<file path="config.mk">
export PLATFORM = sky130hd
export DESIGN_NAME = amp_state_control_mc
export DESIGN_NICKNAME = d
export VERILOG_FILES = /design/src/rtl/amp_state_control_mc.sv
export SDC_FILE = /design/constraint.sdc
export NUM_CORES = 1
export LEC_CHECK = 0
export ABC_AREA = 1
export CAP_MARGIN = 20
export CORE_MARGIN = 2
export CORE_UTILIZATION = 30
export DETAILED_ROUTE_END_ITERATION = 8
export PLACE_DENSITY = 0.53
export SLEW_MARGIN = 20
export SYNTH_ARGS = -nofsm -noshare
export SYNTH_HDL_FRONTEND = slang
export SYNTH_SLANG_ARGS = --single-unit
</file>
<file path="constraint.sdc">
create_clock -name clk -period 3.14 [get_ports clk]
set_clock_uncertainty 0.1 [all_clocks]
set_input_delay 0.471 -clock clk [delete_from_list [all_inputs] [get_ports clk]]
set_output_delay 0.471 -clock clk [all_outputs]
set_load 0.05 [all_outputs]
</file>
<file path="src/rtl/amp_state_control_mc.sv">
// amp_state_control_mc: per-amplifier power/mute sequencer with a shared
// round-robin config-bus arbiter, nerror debounce, timed retry and lockout.
module amp_state_control_mc #(
    parameter int unsigned N_AMP       = 2,
    parameter int unsigned CW          = 20,
    parameter int unsigned T_PWRUP     = 1000,
    parameter int unsigned T_UNMUTE    = 500,
    parameter int unsigned T_MUTE      = 100,
    parameter int unsigned T_RETRY     = 20000,
    parameter int unsigned CFG_TIMEOUT = 4096,
    parameter int unsigned ERR_DEB     = 4,
    parameter int unsigned MAX_RETRY   = 3,
    localparam int unsigned CHW        = (N_AMP > 1) ? $clog2(N_AMP) : 1
) (
    input  logic             clk,
    input  logic             reset,
    input  logic             audio_locked,
    input  logic [N_AMP-1:0] nerror,
    input  logic             cfg_done,
    input  logic             fault_clr,
    output logic [N_AMP-1:0] nenable,
    output logic [N_AMP-1:0] nmute,
    output logic             send_config,
    output logic [CHW-1:0]   cfg_ch,
    output logic [N_AMP-1:0] fault,
    output logic [N_AMP-1:0] lockout
);

    localparam int unsigned DW = $clog2(ERR_DEB + 1);
    localparam int unsigned RW = (MAX_RETRY > 0) ? $clog2(MAX_RETRY + 1) : 1;

    typedef enum logic [2:0] {
        S_OFF, S_POWERUP, S_CONFIG, S_UNMUTE, S_RUN, S_MUTEDN, S_FAULT, S_LOCKOUT
    } state_t;

    state_t          st_q   [N_AMP];
    state_t          st_nx  [N_AMP];
    logic [CW-1:0]   tmr_q  [N_AMP];
    logic [CW-1:0]   tmr_nx [N_AMP];
    logic [DW-1:0]   deb_q  [N_AMP];
    logic [DW-1:0]   deb_nx [N_AMP];
    logic [RW-1:0]   rty_q  [N_AMP];
    logic [RW-1:0]   rty_nx [N_AMP];

    logic [N_AMP-1:0] req;
    logic [N_AMP-1:0] nen_nx, nm_nx, flt_nx, lko_nx;

    logic             busy_q, busy_nx;
    logic [CW-1:0]    atmr_q, atmr_nx;
    logic [CHW-1:0]   rr_q, rr_nx, ch_nx;
    logic             send_nx;

    // Per-channel next state; lock loss beats fault beats timer/config events.
    always_comb begin
        logic own, active, timed, hit, to_fault;
        for (int i = 0; i < N_AMP; i++) begin
            own      = busy_q && (cfg_ch == CHW'(i));
            active   = (st_q[i] == S_POWERUP) || (st_q[i] == S_CONFIG) ||
                       (st_q[i] == S_UNMUTE)  || (st_q[i] == S_RUN);
            timed    = (st_q[i] == S_POWERUP) || (st_q[i] == S_UNMUTE) ||
                       (st_q[i] == S_MUTEDN)  || (st_q[i] == S_FAULT);
            hit      = active && !nerror[i] && (deb_q[i] == DW'(ERR_DEB - 1));
            to_fault = 1'b0;
            st_nx[i] = st_q[i];
            deb_nx[i] = (active && !nerror[i]) ? deb_q[i] + DW'(1) : '0;

            case (st_q[i])
                S_OFF:     if (audio_locked) st_nx[i] = S_POWERUP;
                S_POWERUP: begin
                    if (!audio_locked)                        st_nx[i] = S_OFF;
                    else if (hit)                             to_fault = 1'b1;
                    else if (tmr_q[i] == CW'(T_PWRUP - 1))    st_nx[i] = S_CONFIG;
                end
                S_CONFIG: begin
                    if (!audio_locked)                        st_nx[i] = S_OFF;
                    else if (hit)                             to_fault = 1'b1;
                    else if (own && cfg_done)                 st_nx[i] = S_UNMUTE;
                    else if (own && (atmr_q == CW'(CFG_TIMEOUT - 1)))
                                                              st_nx[i] = S_FAULT;
                end
                S_UNMUTE: begin
                    if (!audio_locked)                        st_nx[i] = S_MUTEDN;
                    else if (hit)                             to_fault = 1'b1;
                    else if (tmr_q[i] == CW'(T_UNMUTE - 1))   st_nx[i] = S_RUN;
                end
                S_RUN: begin
                    if (!audio_locked)                        st_nx[i] = S_MUTEDN;
                    else if (hit)                             to_fault = 1'b1;
                end
                S_MUTEDN:  if (tmr_q[i] == CW'(T_MUTE - 1))   st_nx[i] = S_OFF;
                S_FAULT:   if (tmr_q[i] == CW'(T_RETRY - 1))  st_nx[i] = S_OFF;
                S_LOCKOUT: if (fault_clr || !audio_locked)    st_nx[i] = S_OFF;
                default:                                      st_nx[i] = S_OFF;
            endcase

            if (to_fault)
                st_nx[i] = (rty_q[i] == RW'(MAX_RETRY)) ? S_LOCKOUT : S_FAULT;

            // Retry count: saturating increment on FAULT entry, cleared on lock loss or fault_clr.
            rty_nx[i] = rty_q[i];
            if ((st_nx[i] == S_FAULT) && (st_q[i] != S_FAULT) && (rty_q[i] != RW'(MAX_RETRY)))
                rty_nx[i] = rty_q[i] + RW'(1);
            if (!audio_locked || fault_clr)
                rty_nx[i] = '0;

            tmr_nx[i] = ((st_nx[i] != st_q[i]) || !timed) ? '0 : tmr_q[i] + CW'(1);

            req[i]    = (st_nx[i] == S_CONFIG);
            nen_nx[i] = (st_nx[i] == S_OFF) || (st_nx[i] == S_FAULT) || (st_nx[i] == S_LOCKOUT);
            nm_nx[i]  = (st_nx[i] == S_RUN);
            flt_nx[i] = (st_nx[i] == S_FAULT) || (st_nx[i] == S_LOCKOUT);
            lko_nx[i] = (st_nx[i] == S_LOCKOUT);
        end
    end

    // Round-robin config arbiter; requests are channels entering/staying in CONFIG.
    always_comb begin
        logic           found;
        logic [CHW-1:0] idx;
        busy_nx = busy_q;
        ch_nx   = cfg_ch;
        atmr_nx = atmr_q;
        rr_nx   = rr_q;
        send_nx = 1'b0;
        found   = 1'b0;
        idx     = '0;
        if (busy_q) begin
            if (cfg_done || (atmr_q == CW'(CFG_TIMEOUT - 1))) begin
                busy_nx = 1'b0;
                rr_nx   = (int'(cfg_ch) == int'(N_AMP) - 1) ? '0 : cfg_ch + CHW'(1);
            end else begin
                atmr_nx = atmr_q + CW'(1);
            end
        end else begin
            for (int k = 0; k < N_AMP; k++) begin
                idx = CHW'((int'(rr_q) + k) % int'(N_AMP));
                if (!found && req[idx]) begin
                    found = 1'b1;
                    ch_nx = idx;
                end
            end
            if (found) begin
                busy_nx = 1'b1;
                atmr_nx = '0;
                send_nx = 1'b1;
            end
        end
    end

    // State, timers and registered outputs; reset forces nmute low asynchronously.
    always_ff @(posedge clk or posedge reset) begin
        if (reset) begin
            for (int i = 0; i < N_AMP; i++) begin
                st_q[i]  <= S_OFF;
                tmr_q[i] <= '0;
                deb_q[i] <= '0;
                rty_q[i] <= '0;
            end
            nenable     <= '1;
            nmute       <= '0;
            fault       <= '0;
            lockout     <= '0;
            send_config <= 1'b0;
            cfg_ch      <= '0;
            busy_q      <= 1'b0;
            atmr_q      <= '0;
            rr_q        <= '0;
        end else begin
            st_q        <= st_nx;
            tmr_q       <= tmr_nx;
            deb_q       <= deb_nx;
            rty_q       <= rty_nx;
            nenable     <= nen_nx;
            nmute       <= nm_nx;
            fault       <= flt_nx;
            lockout     <= lko_nx;
            send_config <= send_nx;
            cfg_ch      <= ch_nx;
            busy_q      <= busy_nx;
            atmr_q      <= atmr_nx;
            rr_q        <= rr_nx;
        end
    end

endmodule
</file>
==> summary.txt, run 1 <==
Synthesis
  – Syn Inst Count: 709
  – Number of synthesized flops with an enable pin: 0
  – Top_reg_cell synth: dfrtp_1
  – YS warnings: 0
  – Mapped Area: 5510 sq um
  – Seq cells post-synth: 88
  – Post-synth net total: 725
  – Ys async rst share: 1.00
  – Library cells used by synthesis: 42
  – Register area share after synthesis: 0.400
  – Syn avg cell area: 7.78 sq um

Pwr
  – Tot Pwr: 0.00336 W
  – Seq pwr share: 0.402
  – P_sw: 0.00115 W
  – Cell Pwr Density: 539 nW/um^2
  – Clk network pwr share: 0.337
  – Leak pwr: 2.72 nW
  – Maximum VDD drop: 397 uV
  – Part of the power in combinational logic: 0.261
  – Internal power contribution: 0.00221 W
  – Sw frac: 0.343

Global routing
  – Overall routing resource usage: 0.125
  – Largest net degree at the start of global routing: 60
  – Initial antenna violation count: 0
  – Vias in the first global route: 4130
  – First-pass GRT wire length: 20100 um
  – GRT Residual Overflow: 0

Hold path
  – Hold crit path type: flip-flop to flip-flop
  – WHS Path Cells: 1
  – Min-delay src: deb_q[3]

Worst setup path
  – End point of the critical path: tmr_q[33]
  – Crit path from: tmr_q[20]
  – R2r setup slk: 0.45 ns
  – Reg2reg path depth: 13
  – Worst R2R End: tmr_q[33]
  – Crit path arrival time: 2.84 ns
  – CP max FO: 20
  – Startpoint Class: flip-flop
  – Required @ worst endpoint: 3.29 ns
  – Crit. End Element: flip-flop
  – Reg2reg start: tmr_q[20]
  – Crit Path Category: flip-flop to flip-flop

Run status
  – Status: complete, no violations

Finish
  – Area delta synth->final: 13.2%
  – # diodes: 0
  – Share of cells above drive strength 1: 0.152
  – Nets@finish: 746

Timing
  – F_max: 372 MHz
  – Worst slew margin: 0.549
  – Final hold violation count: 0
  – RSZ-0062 raised after global routing: no
  – Final Max Tran Viols: 0
  – Fin crit period: 2.69 ns
  – Setup violations, final: 0
  – Tcrit/Tclk final: 0.856
  – Setup TNS: 0 ns
  – Least-Margin Pin Slew: 0.676 ns

Route
  – DRC: 0
  – DR top layer: met4
  – Met1 Routed Length: 6050 um
  – Via density: 4.47
  – Metal2 WL: 4900 um
  – Drt total wl: 11400 um
  – Via Count: 4309
  – Initial drt markers: 262
  – DR WL met3: 323 um
  – Pre-Repair DR Iteration Count: 4
  – Wire per inst: 11.8 um
  – Post-route ant nets: 0

Placed design
  – Post-DP HPWL: 8410 um
  – I/O Buffers: 16
  – GPL Wtd Cong: 0.912

Clock tree
  – Skew-Pair Late Insertion Delay: 0.34 ns
  – CTS tree: done
  – Clock-pin slew on the worst setup and hold paths: 0.06 ns
  – # clock sinks: 88
  – Resized Gates After CTS: 0
  – Post-CTS Setup Bufs: 0
  – Clk buf depth: 2
  – Hold_buf cts: 0
  – CTS buffer count: 9
  – H-tree Lvls: 3
  – CTS root buffer: clkbuf_16

Floorplan
  – Die Area: 19500 sq um
  – Core footprint: 18000 sq um
  – IO Pins: 17
  – Die X: 140 um
  – Die Y: 140 um
  – Rows: 49
  – Initial Utilization: 0.306

Run
  – Max-cap violation count: 0
## cells in the mapped netlist (all sizes together), types with 2 or more instances
cell type,n,area (sq um)
o22ai,2,12.5
dfrtp,86,2150
nand3,61,358
a21oi,3,18.8
nor3,17,115
o21ai,11,77.6
xnor2,13,114
inv,95,359
nor4,5,37.5
ha,9,113
nor2,165,767
and3,2,12.5
buf,9,85.1
nand4,29,254
nand3b,4,30.0
dfstp,2,52.6
nand2,160,651
xor2,28,245
## power groups by stage
stage / Combinational (W) / Clock [W] / Sequential, W
after floorplan: 0.000641 / 0 / 0.00143
after global placement: 0.000893 / 0 / 0.00137
after detailed placement: 0.000894 / 0 / 0.00137
after CTS: 0.000895 / 0.00118 / 0.00135
after global routing: 0.000985 / 0.00123 / 0.00137
final: 0.000878 / 0.00113 / 0.00135
## state kept, by name, summed over array words and instances (netlist names)
signal / cells
tmr_q: 40
atmr_q: 20
deb_q: 6
st_q: 6
rty_q: 4
fault: 2
lockout: 2
nenable: 2
nmute: 2
busy_q: 1
cfg_ch: 1
rr_q: 1
send_config: 1
## worst max-delay path, cell delays in order (launching register included)
cell,delay [ns]
dfrtp_1,0.39
ha_1,0.23
nand2_2,0.10
nor2_4,0.12
nand2_1,0.09
nor2_1,0.11
nand2_1,0.07
nand2_1,0.07
nand2_2,0.07
nor2_4,0.14
nand4_4,0.13
o21bai_2,0.16
nand4_2,0.55
nor2_1,0.27
## worst min path at each step
stage | to | slack [ns]
CTS | deb_q[0] | 0.34
floorplan | deb_q[0] | 0.31
finish | deb_q[3] | 0.34
global placement | deb_q[0] | 0.33
global route | deb_q[3] | 0.37
detailed placement | deb_q[0] | 0.33
## kinds of logic after synthesis
family	synth area share
simple gates	0.405
buf+inv	0.0819
flops	0.400
xor+xnor	0.0651
compound gates	0.0277
fa+ha+maj	0.0204
## per-stage QoR
| stage | cells | hold slack (ns) | instance area [sq um] | setup slack (ns) | utilization |
|---|---|---|---|---|---|
| CTS | 964 | 0.338 | 6240 | 0.376 | 0.346 |
| finish | 964 | 0.337 | 6240 | 0.451 | 0.346 |
| floorplan | 709 | 0.310 | 5510 | 0.294 | - |
| detailed placement | 948 | 0.326 | 5930 | 0.165 | 0.329 |
| global route | 964 | 0.372 | 6240 | 0.0887 | 0.346 |
| global placement | 948 | 0.328 | 5930 | 0.213 | 0.329 |
## placed cells by master (no fill, tap or decap), types with 2 or more instances in the layout
cell,n
nand2_1,146
nor2_1,118
inv_1,88
dfrtp_1,86
nand3_1,55
nor2_2,41
xor2_1,28
nand4_1,23
clkdlybuf4s50_1,16
xnor2_1,13
nand2_2,11
nor3_1,11
o21ai_0,9
ha_1,9
clkbuf_16,9
nor2_4,6
nor3_2,6
inv_2,5
nand3b_1,4
nand4_4,4
nor4_1,4
nand2_4,3
nand3_4,3
nand3_2,3
o21ai_4,2
a21oi_1,2
and3_1,2
inv_4,2
nand4_2,2
o22ai_1,2
clkbuf_1,2
bufinv_16,2
clkinv_2,2
dfstp_2,2
buf_12,2
buf_4,2
## routing by layer
| metal | up-vias | global-route usage |
|---|---|---|
| li1 | 2285 | - |
| met2 | 58 | 0.185 |
| met4 | 0 | 0.0326 |
| met1 | 1956 | 0.182 |
| met3 | 10 | 0.0327 |
| met5 | - | 0 |
## area by class of cell
type                            count  area (sq um)
Tap cell                          229           287
Clock inverter                      5          78.8
Clock buffer                       11           233
Inverter                           96           365
Sequential cell                    88          2200
Timing Repair Buffer               20           215
Multi-Input combinational cell    515          2860
Fill cell                        1949         11800
(Power assumes the default switching activity.)
==> run 2: changes to the inputs <==
--- a/config.mk
+++ b/config.mk
@@ -7,6 +7,7 @@
 export LEC_CHECK = 0
 export ABC_AREA = 1
 export CAP_MARGIN = 20
+export CORE_ASPECT_RATIO = 1.1
 export CORE_MARGIN = 2
 export CORE_UTILIZATION = 30
 export DETAILED_ROUTE_END_ITERATION = 8
==> summary.txt, run 2 (synthesis results as in run 1) <==
Timing
  – Final Max Tran Viols: 0 (unchanged)
  – Setup TNS: 0 ns (unchanged)
  – Least-Margin Pin Slew: 0.659 ns (was 0.676 ns)
  – Tcrit/Tclk final: 0.850 (was 0.856)
  – Final Hold Slack: 0.330 ns (was 0.337 ns)
  – Final hold violation count: 0 (unchanged)
  – Fin crit period: 2.67 ns (was 2.69 ns)
  – Worst slew margin: 0.560 (was 0.549)
  – Setup violations, final: 0 (unchanged)
  – RSZ-0062 raised after global routing: no (unchanged)
  – F_max: 375 MHz (was 372 MHz)

Worst setup path
  – Crit path arrival time: 2.83 ns (was 2.84 ns)
  – Crit. End Element: flip-flop (unchanged)
  – CP max FO: 20 (unchanged)
  – CP top delay family: simple AND/OR/NAND/NOR gates (unchanged)
  – Crit-path max cell delay: 0.50 ns (was 0.55 ns)
  – Startpoint Class: flip-flop (unchanged)
  – Crit Path Category: flip-flop to flip-flop (unchanged)
  – Buf/Inv on CP: 2 (was 0)
  – Required @ worst endpoint: 3.30 ns (was 3.29 ns)
  – Crit path top cell by count: nand2_1 (unchanged)
  – Ordered list of cells on the worst path: ha_1 -> nand2_1 -> inv_2 -> nand2_1 -> nor2_2 -> nand3_1 -> nor2_1 -> nand2_2 -> nand3_1 -> nor2_1 -> nand2_1 -> nand2_1 -> inv_1 -> nand4_2 -> nor2_1 (was ha_1 -> nand2_2 -> nor2_4 -> nand2_1 -> nor2_1 -> nand2_1 -> nand2_1 -> nand2_2 -> nor2_4 -> nand4_4 -> o21bai_2 -> nand4_2 -> nor2_1)
  – Critical path's slowest cell: nand4_2 (unchanged)

Clock tree
  – H-tree Lvls: 3 (unchanged)
  – # clock sinks: 88 (unchanged)
  – Clock-pin slew on the worst setup and hold paths: 0.06 ns (about the same)
  – CTS root buffer: clkbuf_16 (unchanged)
  – Clk buf depth: 2 (unchanged)
  – Skew-Pair Late Insertion Delay: 0.35 ns (was 0.34 ns)
  – Post-CTS Setup Bufs: 0 (unchanged)
  – CTS tree: done (unchanged)
  – Resized Gates After CTS: 0 (unchanged)
  – Hold_buf cts: 0 (unchanged)
  – CTS buffer count: 9 (unchanged)

Finish
  – Biggest regs: tmr_q x40, atmr_q x20 (unchanged)
  – Share of cells above drive strength 1: 0.152 (about the same)
  – Max reg flops: 40 (unchanged)
  – # diodes: 0 (unchanged)
  – Post-Layout Cell Count: 980 (was 964)
  – Biggest register: tmr_q (unchanged)
  – Most frequent cells in the layout: nand2_1, nor2_1, inv_1 (unchanged)
  – Number of fill cells: 1961 (was 1949)
  – Nets@finish: 748 (was 746)
  – Commonest non-fill, non-tap cell in the layout: nand2_1 (unchanged)
  – Area delta synth->final: 13.0% (was 13.2%)

Global routing
  – Largest net degree at the start of global routing: 48 (was 60)
  – GRT Residual Overflow: 0 (unchanged)
  – Overall routing resource usage: 0.131 (was 0.125)
  – First-pass GRT wire length: 20800 um (was 20100 um)
  – Initial antenna violation count: 0 (unchanged)
  – Vias in the first global route: 4331 (was 4130)

Route
  – Pre-Repair DR Iteration Count: 4 (unchanged)
  – Via density: 4.49 (was 4.47)
  – Post-route ant nets: 0 (unchanged)
  – Wire per inst: 12.0 um (was 11.8 um)
  – Drt total wl: 11700 um (was 11400 um)
  – Initial drt markers: 280 (was 262)
  – Via Count: 4398 (was 4309)
  – DRC: 0 (unchanged)

Placed design
  – Post-DP HPWL: 8780 um (was 8410 um)
  – GPL Wtd Cong: 0.922 (was 0.912)
  – Placed cells: 964 (was 948)
  – I/O Buffers: 16 (unchanged)

Hold path
  – Hold crit path type: flip-flop to flip-flop (unchanged)

Floorplan
  – Die Area: 19500 sq um (about the same)
  – Core footprint: 18200 sq um (was 18000 sq um)
  – IO Pins: 17 (unchanged)
  – Die X: 133 um (was 140 um)
  – Initial Utilization: 0.303 (was 0.306)
  – Die Y: 146 um (was 140 um)
  – Rows: 52 (was 49)

Pwr
  – Cell Pwr Density: 525 nW/um^2 (was 539 nW/um^2)
  – Tot Pwr: 0.00327 W (was 0.00336 W)
  – Maximum VDD drop: 298 uV (was 397 uV)
  – Leak pwr: 2.70 nW (was 2.72 nW)

Run
  – Max-cap violation count: 0 (unchanged)

Run status
  – Status: complete, no violations (unchanged)
-- run 2: worst register-to-register path, delay by kind of cell (launching register included) --
family | cells | cell delay (ns)
adder cells (fa/ha/maj) | 1 | 0.19
AND/OR/NAND/NOR | 12 | 1.77
flip-flops | 1 | 0.39
buffers and inverters | 2 | 0.14
-- run 2: final cells by class --
cell class,instances,area (sq um),area share
Clock inverter,3,42.5,0.00683
Multi-Input combinational cell,515,2860,0.458
Tap cell,243,304,0.0488
Sequential cell,88,2200,0.354
Clock buffer,13,240,0.0386
Inverter,96,365,0.0586
Timing Repair Buffer,22,218,0.0349
-- run 2: power breakdown --
| group | total (W) | internal [W] | switching, W |
|---|---|---|---|
| clock | 0.00106 | 0.000617 | 0.000440 |
| sequential | 0.00135 | 0.00124 | 0.000108 |
| combinational | 0.000861 | 0.000259 | 0.000602 |
| total | 0.00327 | 0.00212 | 0.00115 |
-- run 2: path summary, 6_finish.rpt --
| check | start | endpoint | slack [ns] | depth (start not counted) |
|---|---|---|---|---|
| min in group asynchronous | reset | tmr_q[35] | 0.42 | 2 |
| worst min register to register | deb_q[3] | deb_q[3] | 0.33 | 1 |
| worst min-delay path | deb_q[3] | deb_q[3] | 0.33 | 1 |
| max in group asynchronous | reset | tmr_q[8] | 1.87 | 3 |
| worst max-delay path | atmr_q[0] | tmr_q[39] | 0.47 | 15 |
| worst max register to register | atmr_q[0] | tmr_q[39] | 0.47 | 15 |
-- run 2: through the flow --
step / utilization / area (sq um) / setup WS (ns)
finish: 0.342 / 6230 / 0.472
global route: 0.342 / 6230 / 0.0829
CTS: 0.342 / 6230 / 0.383
detailed placement: 0.327 / 5950 / 0.258
global placement: 0.327 / 5950 / 0.288
floorplan: - / 5510 / 0.294
-- run 2: layer usage --
metal	share of wire	wire length [um]	vias up	global-route usage
met5	0	0	-	0
met4	0.019	226	0	0.0521
met3	0.032	372	16	0.0219
met2	0.46	5390	64	0.208
met1	0.49	5740	2021	0.179
li1	-	-	2297	-
==> run 3: changes to the inputs <==
==> constraint.sdc (replaced) <==
create_clock -name clk -period 2.64 [get_ports clk]
set_clock_uncertainty 0.1 [all_clocks]
set_input_delay 0.396 -clock clk [delete_from_list [all_inputs] [get_ports clk]]
set_output_delay 0.396 -clock clk [all_outputs]
set_load 0.05 [all_outputs]
==> summary.txt, run 3 (synthesis results as in run 1) <==
Worst setup path
  – Crit. End Element: flip-flop (unchanged)
  – Crit path arrival time: 2.60 ns (was 2.83 ns)
  – Reg2reg start: atmr_q[0] (unchanged)
  – CP max FO: 11 (was 20)
  – Crit Path Category: flip-flop to flip-flop (unchanged)
  – Reg2reg path depth: 13 (was 15)
  – Required @ worst endpoint: 2.83 ns (was 3.30 ns)
  – Startpoint Class: flip-flop (unchanged)
  – R2r setup slk: 0.23 ns (was 0.47 ns)
  – Worst R2R End: tmr_q[19] (was tmr_q[39])

Placed design
  – GPL Wtd Cong: 0.855 (was 0.922)
  – Worst slack, placed: 0.0546 ns (was 0.258 ns)
  – Post-DP HPWL: 8590 um (was 8780 um)
  – I/O Buffers: 16 (unchanged)

Clock tree
  – # clock sinks: 88 (unchanged)
  – CTS buffer count: 9 (unchanged)
  – H-tree Lvls: 3 (unchanged)
  – CTS root buffer: clkbuf_16 (unchanged)
  – Skew-Pair Late Insertion Delay: 0.35 ns (about the same)
  – Clock-pin slew on the worst setup and hold paths: 0.07 ns (was 0.06 ns)
  – Hold_buf cts: 0 (unchanged)
  – CTS tree: done (unchanged)
  – Clk buf depth: 2 (unchanged)

Hold path
  – Hold crit path type: flip-flop to flip-flop (unchanged)
  – WHS Endpoint: deb_q[3] (unchanged)
  – WHS Path Cells: 1 (unchanged)
  – Min-delay src: deb_q[3] (unchanged)

Run
  – Max-cap violation count: 0 (unchanged)

Pwr
  – Leak pwr: 2.79 nW (was 2.70 nW)
  – Maximum VDD drop: 324 uV (was 298 uV)
  – Cell Pwr Density: 664 nW/um^2 (was 525 nW/um^2)

Route
  – Pre-Repair DR Iteration Count: 4 (unchanged)
  – Via density: 4.49 (about the same)
  – Wire per inst: 12.0 um (about the same)
  – Post-route ant nets: 0 (unchanged)
  – Initial drt markers: 221 (was 280)
  – Via Count: 4445 (was 4398)
  – DRC: 0 (unchanged)
  – Drt total wl: 11900 um (was 11700 um)

Timing
  – Final Max Tran Viols: 0 (unchanged)
  – Tcrit/Tclk final: 0.913 (was 0.850)
  – Final hold violation count: 0 (unchanged)
  – Worst slew margin: 0.663 (was 0.560)
  – Fin crit period: 2.41 ns (was 2.67 ns)
  – F_max: 415 MHz (was 375 MHz)
  – Least-Margin Pin Slew: 0.505 ns (was 0.659 ns)
  – Setup violations, final: 0 (unchanged)
  – RSZ-0062 raised after global routing: no (unchanged)
  – Final worst slack: 0.229 ns (was 0.472 ns)
  – Setup TNS: 0 ns (unchanged)

Floorplan
  – Die X: 133 um (unchanged)
  – Die Y: 146 um (unchanged)
  – IO Pins: 17 (unchanged)
  – Initial Utilization: 0.303 (unchanged)
  – Core footprint: 18200 sq um (unchanged)
  – Rows: 52 (unchanged)
  – Die Area: 19500 sq um (unchanged)

Global routing
  – Largest net degree at the start of global routing: 89 (was 48)
  – Initial antenna violation count: 0 (unchanged)
  – Overall routing resource usage: 0.131 (about the same)
  – GRT Residual Overflow: 0 (unchanged)
  – First-pass GRT wire length: 20800 um (about the same)
  – Vias in the first global route: 4267 (was 4331)

Finish
  – Nets@finish: 759 (was 748)
  – Number of fill cells: 1952 (was 1961)
  – Max reg flops: 40 (unchanged)
  – Share of cells above drive strength 1: 0.172 (was 0.152)
  – Biggest regs: tmr_q x40, atmr_q x20 (unchanged)
  – Biggest register: tmr_q (unchanged)
  – # diodes: 0 (unchanged)
  – Fin util: 0.353 (was 0.342)
  – Commonest non-fill, non-tap cell in the layout: nand2_1 (unchanged)
  – Most frequent cells in the layout: nand2_1, nor2_1, inv_1 (unchanged)
  – Area delta synth->final: 16.7% (was 13.0%)

Run status
  – Status: complete, no violations (unchanged)
## run 3: cell types whose count changed in the layout (fill, tap and decap cells not counted), sizes merged
cell and delta:
bufinv +2, buf +11, clkinvlp +2, clkbuf -4
## run 3: layout make-up
type | count | area, sq um | share of cell area
timing repair buffer | 33 | 338 | 0.0525
multi-input combinational | 515 | 2870 | 0.447
clock buffer | 9 | 225 | 0.0350
clock inverter | 7 | 119 | 0.0185
inverter | 96 | 367 | 0.0570
tap | 243 | 304 | 0.0473
sequential | 88 | 2200 | 0.343
## run 3: worst max-delay path by stage
stage	start	to	slack [ns]	cells after the start
3_3_place_gp	audio_locked	atmr_q[17]	0.08	13
3_5_place_dp	audio_locked	atmr_q[17]	0.05	13
6_report	atmr_q[0]	tmr_q[19]	0.23	13
2_1_floorplan	tmr_q[20]	atmr_q[10]	0.57	15
4_1_cts	tmr_q[0]	atmr_q[4]	0.21	14
5_1_grt	tmr_q[0]	atmr_q[2]	0.002	15
## run 3: worst max-delay path: stages, from the launching register on
cell and delay, ns:
dfrtp_1 0.41, ha_1 0.19, nand2_1 0.07, inv_2 0.08, nand2_1 0.08, nor2_2 0.17
nand3_1 0.21, nand3b_1 0.27, nand4_4 0.17, nor2_1 0.05, nor2_1 0.12, nand3_2 0.15
buf_12 0.20, nor2_4 0.09
## run 3: stage by stage
step	instance area (sq um)	hold WS, ns	power [W]	std cells
3_5_place_dp	6050	0.324	0.00279	972
2_1_floorplan	5520	0.310	0.00247	709
4_1_cts	6390	0.339	0.00432	988
6_report	6430	0.338	0.00427	991
3_3_place_gp	6050	0.322	0.00279	972
5_1_grt	6430	0.352	0.00451	991
## run 3: where the power goes
group	total (W)	internal [W]	switching, W
Combinational	0.00115	0.000408	0.000745
Clock	0.00151	0.000927	0.000585
Sequential	0.00160	0.00148	0.000126
## run 3: per-layer routing
metal | share of wire | up-vias | track usage
li1 | - | 2308 | -
met1 | 0.51 | 2071 | 0.182
met2 | 0.45 | 53 | 0.203
met3 | 0.025 | 13 | 0.0243
met4 | 0.019 | 0 | 0.0511
met5 | 0 | - | 0
## run 3: what timing repair did
| item | 4_1_cts | 5_1_grt |
|---|---|---|
| resized for setup | 0 | 4 |
| hold endpoints to repair | 0 | 0 |
| endpoints found under the setup margin | 0 | 34 |
| buffers inserted | 0 | 3 |
